File: config.mk
export PLATFORM = sky130hd
export DESIGN_NAME = multicycle_ctrl
export DESIGN_NICKNAME = d
export VERILOG_FILES = /design/src/rtl/rv_ctrl_pkg.sv /design/src/rtl/opcode_decode.sv /design/src/rtl/multicycle_ctrl.sv
export SDC_FILE = /design/constraint.sdc
export NUM_CORES = 1
export LEC_CHECK = 0
export ABC_CLOCK_PERIOD_IN_PS = 4550
export BUFFER_PORTS_ARGS = -buffer_cell sky130_fd_sc_hd__buf_2
export CORE_MARGIN = 2
export CORE_UTILIZATION = 55
export CTS_BUF_LIST = sky130_fd_sc_hd__clkbuf_8
export CTS_CLUSTER_DIAMETER = 200
export CTS_CLUSTER_SIZE = 8
export DETAILED_ROUTE_END_ITERATION = 6
export PLACE_DENSITY = 0.95
export SYNTH_ARGS = -nofsm -noshare
export SYNTH_HDL_FRONTEND = slang
export SYNTH_HIERARCHICAL = 1
export SYNTH_SLANG_ARGS = --single-unit
File: constraint.sdc
create_clock -name clk -period 4.55 [get_ports clk]
set_input_delay 0.91 -clock clk [delete_from_list [all_inputs] [get_ports clk]]
set_output_delay 0.91 -clock clk [all_outputs]
set_load 0.03 [all_outputs]
File: src/rtl/rv_ctrl_pkg.sv
// rtl/rv_ctrl_pkg.sv - shared encodings for the multi-cycle control path and immediate generator
package rv_ctrl_pkg;

    // Immediate generator Type select, shared with the immediate generator
    localparam logic [2:0] RTYPE  = 3'b000;
    localparam logic [2:0] ITYPE  = 3'b001;
    localparam logic [2:0] STYPE  = 3'b010;
    localparam logic [2:0] BTYPE  = 3'b011;
    localparam logic [2:0] UTYPE  = 3'b100;
    localparam logic [2:0] JTYPE  = 3'b101;
    localparam logic [2:0] LITYPE = 3'b110;
    localparam logic [2:0] LJTYPE = 3'b111;

    // RV32I major opcodes
    localparam logic [6:0] OP_REG    = 7'b0110011;
    localparam logic [6:0] OP_IMM    = 7'b0010011;
    localparam logic [6:0] OP_STORE  = 7'b0100011;
    localparam logic [6:0] OP_BRANCH = 7'b1100011;
    localparam logic [6:0] OP_LUI    = 7'b0110111;
    localparam logic [6:0] OP_AUIPC  = 7'b0010111;
    localparam logic [6:0] OP_JAL    = 7'b1101111;
    localparam logic [6:0] OP_LOAD   = 7'b0000011;
    localparam logic [6:0] OP_JALR   = 7'b1100111;

    typedef enum logic [2:0] {
        ST_FETCH  = 3'd0,
        ST_DECODE = 3'd1,
        ST_EXEC   = 3'd2,
        ST_MEM    = 3'd3,
        ST_WB     = 3'd4,
        ST_HALT   = 3'd7
    } state_e;

    typedef enum logic [1:0] {
        PC_PLUS4 = 2'd0,
        PC_IMM   = 2'd1,
        PC_ALU   = 2'd2
    } pc_sel_e;

    typedef enum logic [1:0] {
        WB_ALU  = 2'd0,
        WB_DMEM = 2'd1,
        WB_PC4  = 2'd2
    } wb_sel_e;

endpackage

File: src/rtl/opcode_decode.sv
// rtl/opcode_decode.sv - combinational opcode classifier and immediate Type select
module opcode_decode
    import rv_ctrl_pkg::*;
(
    input  logic [6:0] opcode_i,
    output logic [2:0] imm_type_o,
    output logic       legal_o,
    output logic       is_load_o,
    output logic       is_store_o,
    output logic       is_branch_o,
    output logic       is_jal_o,
    output logic       is_jalr_o
);

    // Map each major opcode to its immediate format and instruction class
    always_comb begin
        imm_type_o  = RTYPE;
        legal_o     = 1'b1;
        is_load_o   = 1'b0;
        is_store_o  = 1'b0;
        is_branch_o = 1'b0;
        is_jal_o    = 1'b0;
        is_jalr_o   = 1'b0;
        case (opcode_i)
            OP_REG:           imm_type_o = RTYPE;
            OP_IMM:           imm_type_o = ITYPE;
            OP_STORE:  begin  imm_type_o = STYPE;  is_store_o  = 1'b1; end
            OP_BRANCH: begin  imm_type_o = BTYPE;  is_branch_o = 1'b1; end
            OP_LUI, OP_AUIPC: imm_type_o = UTYPE;
            OP_JAL:    begin  imm_type_o = JTYPE;  is_jal_o    = 1'b1; end
            OP_LOAD:   begin  imm_type_o = LITYPE; is_load_o   = 1'b1; end
            OP_JALR:   begin  imm_type_o = LJTYPE; is_jalr_o   = 1'b1; end
            default:          legal_o    = 1'b0;
        endcase
    end

endmodule

File: src/rtl/multicycle_ctrl.sv
// rtl/multicycle_ctrl.sv - multi-cycle fetch/decode/exec/mem/wb control FSM with memory time-out
module multicycle_ctrl
    import rv_ctrl_pkg::*;
#(
    parameter int TIMEOUT = 16,
    parameter int CW      = 8
) (
    input  logic        clk,
    input  logic        rst_n,
    input  logic [31:0] imem_rdata,
    input  logic        imem_ready,
    input  logic        dmem_ready,
    input  logic        branch_taken,
    output logic        imem_req,
    output logic        ir_we,
    output logic [2:0]  imm_type,
    output logic        dmem_req,
    output logic        dmem_we,
    output logic        reg_we,
    output logic        pc_we,
    output logic [1:0]  pc_sel,
    output logic [1:0]  wb_sel,
    output logic        illegal,
    output logic        bus_err,
    output logic [2:0]  state
);

    localparam logic [CW-1:0] CNT_LAST = CW'(TIMEOUT - 1);

    state_e        state_q, state_d;
    logic [6:0]    opc_q, opc_d;
    logic [2:0]    imm_q, imm_d;
    logic [CW-1:0] cnt_q, cnt_d;
    logic          illegal_q, illegal_d;
    logic          bus_err_q, bus_err_d;

    logic [2:0] dec_imm;
    logic       dec_legal, is_load, is_store, is_branch, is_jal, is_jalr;

    // Classification always follows the latched opcode, never the live bus
    opcode_decode u_dec (
        .opcode_i    (opc_q),
        .imm_type_o  (dec_imm),
        .legal_o     (dec_legal),
        .is_load_o   (is_load),
        .is_store_o  (is_store),
        .is_branch_o (is_branch),
        .is_jal_o    (is_jal),
        .is_jalr_o   (is_jalr)
    );

    // State register plus opcode, immediate type, wait counter and sticky flags
    always_ff @(posedge clk or negedge rst_n) begin
        if (!rst_n) begin
            state_q   <= ST_FETCH;
            opc_q     <= '0;
            imm_q     <= RTYPE;
            cnt_q     <= '0;
            illegal_q <= 1'b0;
            bus_err_q <= 1'b0;
        end else begin
            state_q   <= state_d;
            opc_q     <= opc_d;
            imm_q     <= imm_d;
            cnt_q     <= cnt_d;
            illegal_q <= illegal_d;
            bus_err_q <= bus_err_d;
        end
    end

    // Next-state logic; a ready arriving on the last wait cycle beats the time-out
    always_comb begin
        state_d   = state_q;
        opc_d     = opc_q;
        imm_d     = imm_q;
        cnt_d     = cnt_q;
        illegal_d = illegal_q;
        bus_err_d = bus_err_q;
        case (state_q)
            ST_FETCH: begin
                if (imem_ready) begin
                    opc_d   = imem_rdata[6:0];
                    state_d = ST_DECODE;
                end else if (cnt_q == CNT_LAST) begin
                    state_d   = ST_HALT;
                    bus_err_d = 1'b1;
                end else begin
                    cnt_d = cnt_q + 1'b1;
                end
            end
            ST_DECODE: begin
                imm_d = dec_imm;
                if (dec_legal) begin
                    state_d = ST_EXEC;
                end else begin
                    state_d   = ST_HALT;
                    illegal_d = 1'b1;
                end
            end
            ST_EXEC: begin
                if (is_load || is_store) state_d = ST_MEM;
                else if (is_branch)      state_d = ST_FETCH;
                else                     state_d = ST_WB;
            end
            ST_MEM: begin
                if (dmem_ready) begin
                    state_d = is_load ? ST_WB : ST_FETCH;
                end else if (cnt_q == CNT_LAST) begin
                    state_d   = ST_HALT;
                    bus_err_d = 1'b1;
                end else begin
                    cnt_d = cnt_q + 1'b1;
                end
            end
            ST_WB:   state_d = ST_FETCH;
            ST_HALT: state_d = ST_HALT;
            default: state_d = ST_HALT;
        endcase
        // Every state change restarts the wait count, so FETCH and MEM start at zero
        if (state_d != state_q) cnt_d = '0;
    end

    // Output decode; strobes are forced low while reset is held
    always_comb begin
        imem_req = 1'b0;
        ir_we    = 1'b0;
        dmem_req = 1'b0;
        dmem_we  = 1'b0;
        reg_we   = 1'b0;
        pc_we    = 1'b0;
        pc_sel   = PC_PLUS4;
        wb_sel   = WB_ALU;
        if (rst_n) begin
            case (state_q)
                ST_FETCH: begin
                    imem_req = 1'b1;
                    ir_we    = imem_ready;
                end
                ST_EXEC: begin
                    if (is_branch) begin
                        pc_we  = 1'b1;
                        pc_sel = branch_taken ? PC_IMM : PC_PLUS4;
                    end else if (is_jal) begin
                        pc_we  = 1'b1;
                        pc_sel = PC_IMM;
                    end else if (is_jalr) begin
                        pc_we  = 1'b1;
                        pc_sel = PC_ALU;
                    end
                end
                ST_MEM: begin
                    dmem_req = 1'b1;
                    dmem_we  = is_store;
                    pc_we    = is_store && dmem_ready;
                end
                ST_WB: begin
                    reg_we = 1'b1;
                    if (is_load)               wb_sel = WB_DMEM;
                    else if (is_jal || is_jalr) wb_sel = WB_PC4;
                    pc_we = !(is_jal || is_jalr);
                end
                default: ;
            endcase
        end
    end

    assign imm_type = imm_q;
    assign illegal  = illegal_q;
    assign bus_err  = bus_err_q;
    assign state    = state_q;

endmodule

==> run_results.csv <==
group,metric,value,unit
yosys,syn_inst,158,
global_route,grt_pass1_vias,1301,
floorplanning,initial_core_util,58.6,%
yosys,synthFlopType,"dfrtp_1",
floorplanning,rows,18,
cts,postCtsHoldBufs,0,
floorplanning,fp.dieW,55.8,microns
worst_setup_path,r2r_slack,1.84,ns
worst_setup_path,crit_fanout,9,
yosys,synth.most_common_cell,"dfrtp_1",
cells_and_area,area_delta_synth_final,11.9,%
place,place_hpwl,2330,microns
routing,via_per_inst,6.11,
cells_and_area,layout-drive-gt1-share,27.9,%
yosys,ys_types,47,
routing,drt_wl_total,3080,microns
floorplanning,die_h,55.8,microns
worst_setup_path,crit_arrival,2.44,ns
sta,max_slew_margin,39.9,%
cts,cts.sink_count,23,
yosys,netlist_area,1480,sq um
worst_setup_path,crit_required,3.64,ns
run,drv_cap,0,
floorplanning,die_area,3120,sq um
cts,cts-resized-gates,0,
yosys,synthTopCellsByArea,"dfrtp_1 (39%), mux2_2 (7.6%), nor3_1 (3.0%)",
sta,rsz0062_at_grt,"no",
worst_setup_path,critPathLaunchType,"flip-flop",
routing,dr.first_iter.drc_count,71,
cts,cts_tree,"built",
routing,wire_per_inst,14.5,microns
yosys,yosys.area.top_type,"dfrtp_1",
yosys,ys_seq_area_share,39.0,%
sta,finalCritPeriodShare,73.5,%
sta,fin_skew,0.00309,ns
cts,cts_root_buf,"clkbuf_8",
yosys,async_flop_share,100,%
yosys,syn_avg_cell_area,9.35,sq um
cts,clk_pin_slew_worst_paths,0.08,ns
cts,numCtsBuffers,3,
sta,finalMaxSlewViolations,0,
cts,post-cts-setup-buffers,0,
floorplanning,coreArea,2520,sq um
global_route,grt_pass1_wl,5510,microns
place,dpl_cell_area,1610,sq um
cells_and_area,final_area,1650,sq um
floorplanning,num_io_pins,55,
routing,num_vias,1301,
place,gp_congestion,0.896,
global_route,gr-total-overflow,0,
worst_setup_path,critPathKind,"flip-flop to output port",
worst_setup_path,cp-end-kind,"output port",
cts,clk_latency,0.25,ns
routing,drc,0,
cts,clock_path_buffers,2,
hold_path,min_path_type,"flip-flop to flip-flop",
sta,setup-violations-final,0,
sta,fin_crit,3.35,ns
sta,tns,0,ns
power_and_ir_drop,ir_drop,0.216,mV
routing,drt_pass1_iterations,4,
yosys,yosys_register_bits,23,
cells_and_area,finalNetCount,222,
sta,finalHoldViolCount,0,
power_and_ir_drop,p_leak,0.690,nW
yosys,netlist.area_leader.share,39.0,%
yosys,yosys_warnings,6,
global_route,grt_max_degree,27,
place,portBuffers,29,
status,status,"complete, no violations",
sta,fmax,299,MHz
power_and_ir_drop,power_density,290,nW/um^2
yosys,synth_edf_count,0,
sta,tightest_slew,0.900,ns
yosys,syn-num-nets,196,
cells_and_area,antennaDiodeCount,0,
yosys,synth_common_cells,"dfrtp_1 (23), nor2_1 (11), mux2_2 (10)",
global_route,grt_use_total,21.3,%
worst_setup_path,reg2reg_depth,5,
global_route,grt_antenna_before_repair,0,
cts,cts_htree_levels,1,
hold_path,min_path_cells,1,
routing,ant_nets,0,
## final timing paths
kind / from / end
max: opc_q[4]$_DFFE_PN0P_ / pc_we
min: bus_err$_DFFE_PN0P_ / bus_err$_DFFE_PN0P_
max reg2reg: opc_q[4]$_DFFE_PN0P_ / cnt_q[1]$_DFFE_PN0P_
min reg2reg: bus_err$_DFFE_PN0P_ / bus_err$_DFFE_PN0P_
max in group asynchronous: rst_n / cnt_q[5]$_DFFE_PN0P_
min in group asynchronous: rst_n / cnt_q[0]$_DFFE_PN0P_
## critical path: stages, from the launching register on
cell and delay (ns):
dfrtp_1 0.46, or3_1 0.45, nor3_1 0.53, nand2_1 0.11, a21oi_1 0.17, o41ai_1 0.09
a21boi_0 0.16, buf_2 0.21
## sequential cells by signal, indices dropped and copies added, names as in the netlist
name and flops:
bus_err 1, cnt_q 8, illegal 1, imm_type 3, opc_q 7, state 3
## metal layers
layer	vias up	share of wire, %	wire (microns)	track usage [%]
met4	0	0.32	10	5.44
li1	648	-	-	-
met2	18	54	1650	37.8
met5	-	0	0	0
met3	2	2.4	73	3.02
met1	633	44	1350	27.2
## layout by cell type (no fill, tap or decap), types with 3 or more instances in the layout
cell	n
mux2_2	10
nor2b_1	3
o21ai_0	9
inv_1	4
a211oi_1	6
dfrtp_1	23
and3_1	3
clkbuf_8	3
nand2b_1	5
nand3_1	6
and2_1	4
nand2_1	9
nor2_1	11
or3_1	4
buf_2	29
a21oi_1	5
nor3_1	9
## power breakdown
part           total [W]  internal (W)  switching [W]
clock           0.000119     0.0000600      0.0000590
sequential      0.000260      0.000230      0.0000299
combinational  0.0000996     0.0000412      0.0000583
total           0.000479      0.000331       0.000147
## logic make-up (layout without fill, tap and decap cells)
| logic type | count (synthesis) | in the layout | synth area share (%) |
|---|---|---|---|
| flip-flops | 23 | 23 | 38.9 |
| AND/OR/NAND/NOR | 70 | 70 | 27.2 |
| multiplexers | 11 | 11 | 8.30 |
| buffers and inverters | 11 | 36 | 4.32 |
| adder cells (fa/ha/maj) | 1 | 1 | 0.847 |
| XOR/XNOR | 2 | 2 | 1.19 |
| AO/OA/AOI/OAI | 40 | 40 | 19.2 |
## metrics by stage
stage                     total power [W]  std cells  hold slack [ns]  setup WS, ns  util, %
after floorplan                  0.000329        158            0.481          1.38        -
after global placement           0.000356        209            0.447          1.53     63.7
after detailed placement         0.000364        209            0.447          1.42     63.7
after CTS                        0.000482        213            0.469          1.21     65.5
after global routing             0.000506        213            0.506          1.02     65.5
final                            0.000479        213            0.461          1.20     65.5
## area by class of cell
class	count	area, sq um
Clock buffer	3	41.3
Clock inverter	1	3.75
Fill cell	218	870
Inverter	3	11.3
Multi-Input combinational cell	124	838
Sequential cell	23	576
Tap cell	30	37.5
Timing Repair Buffer	29	145
(Power assumes the default switching activity.)
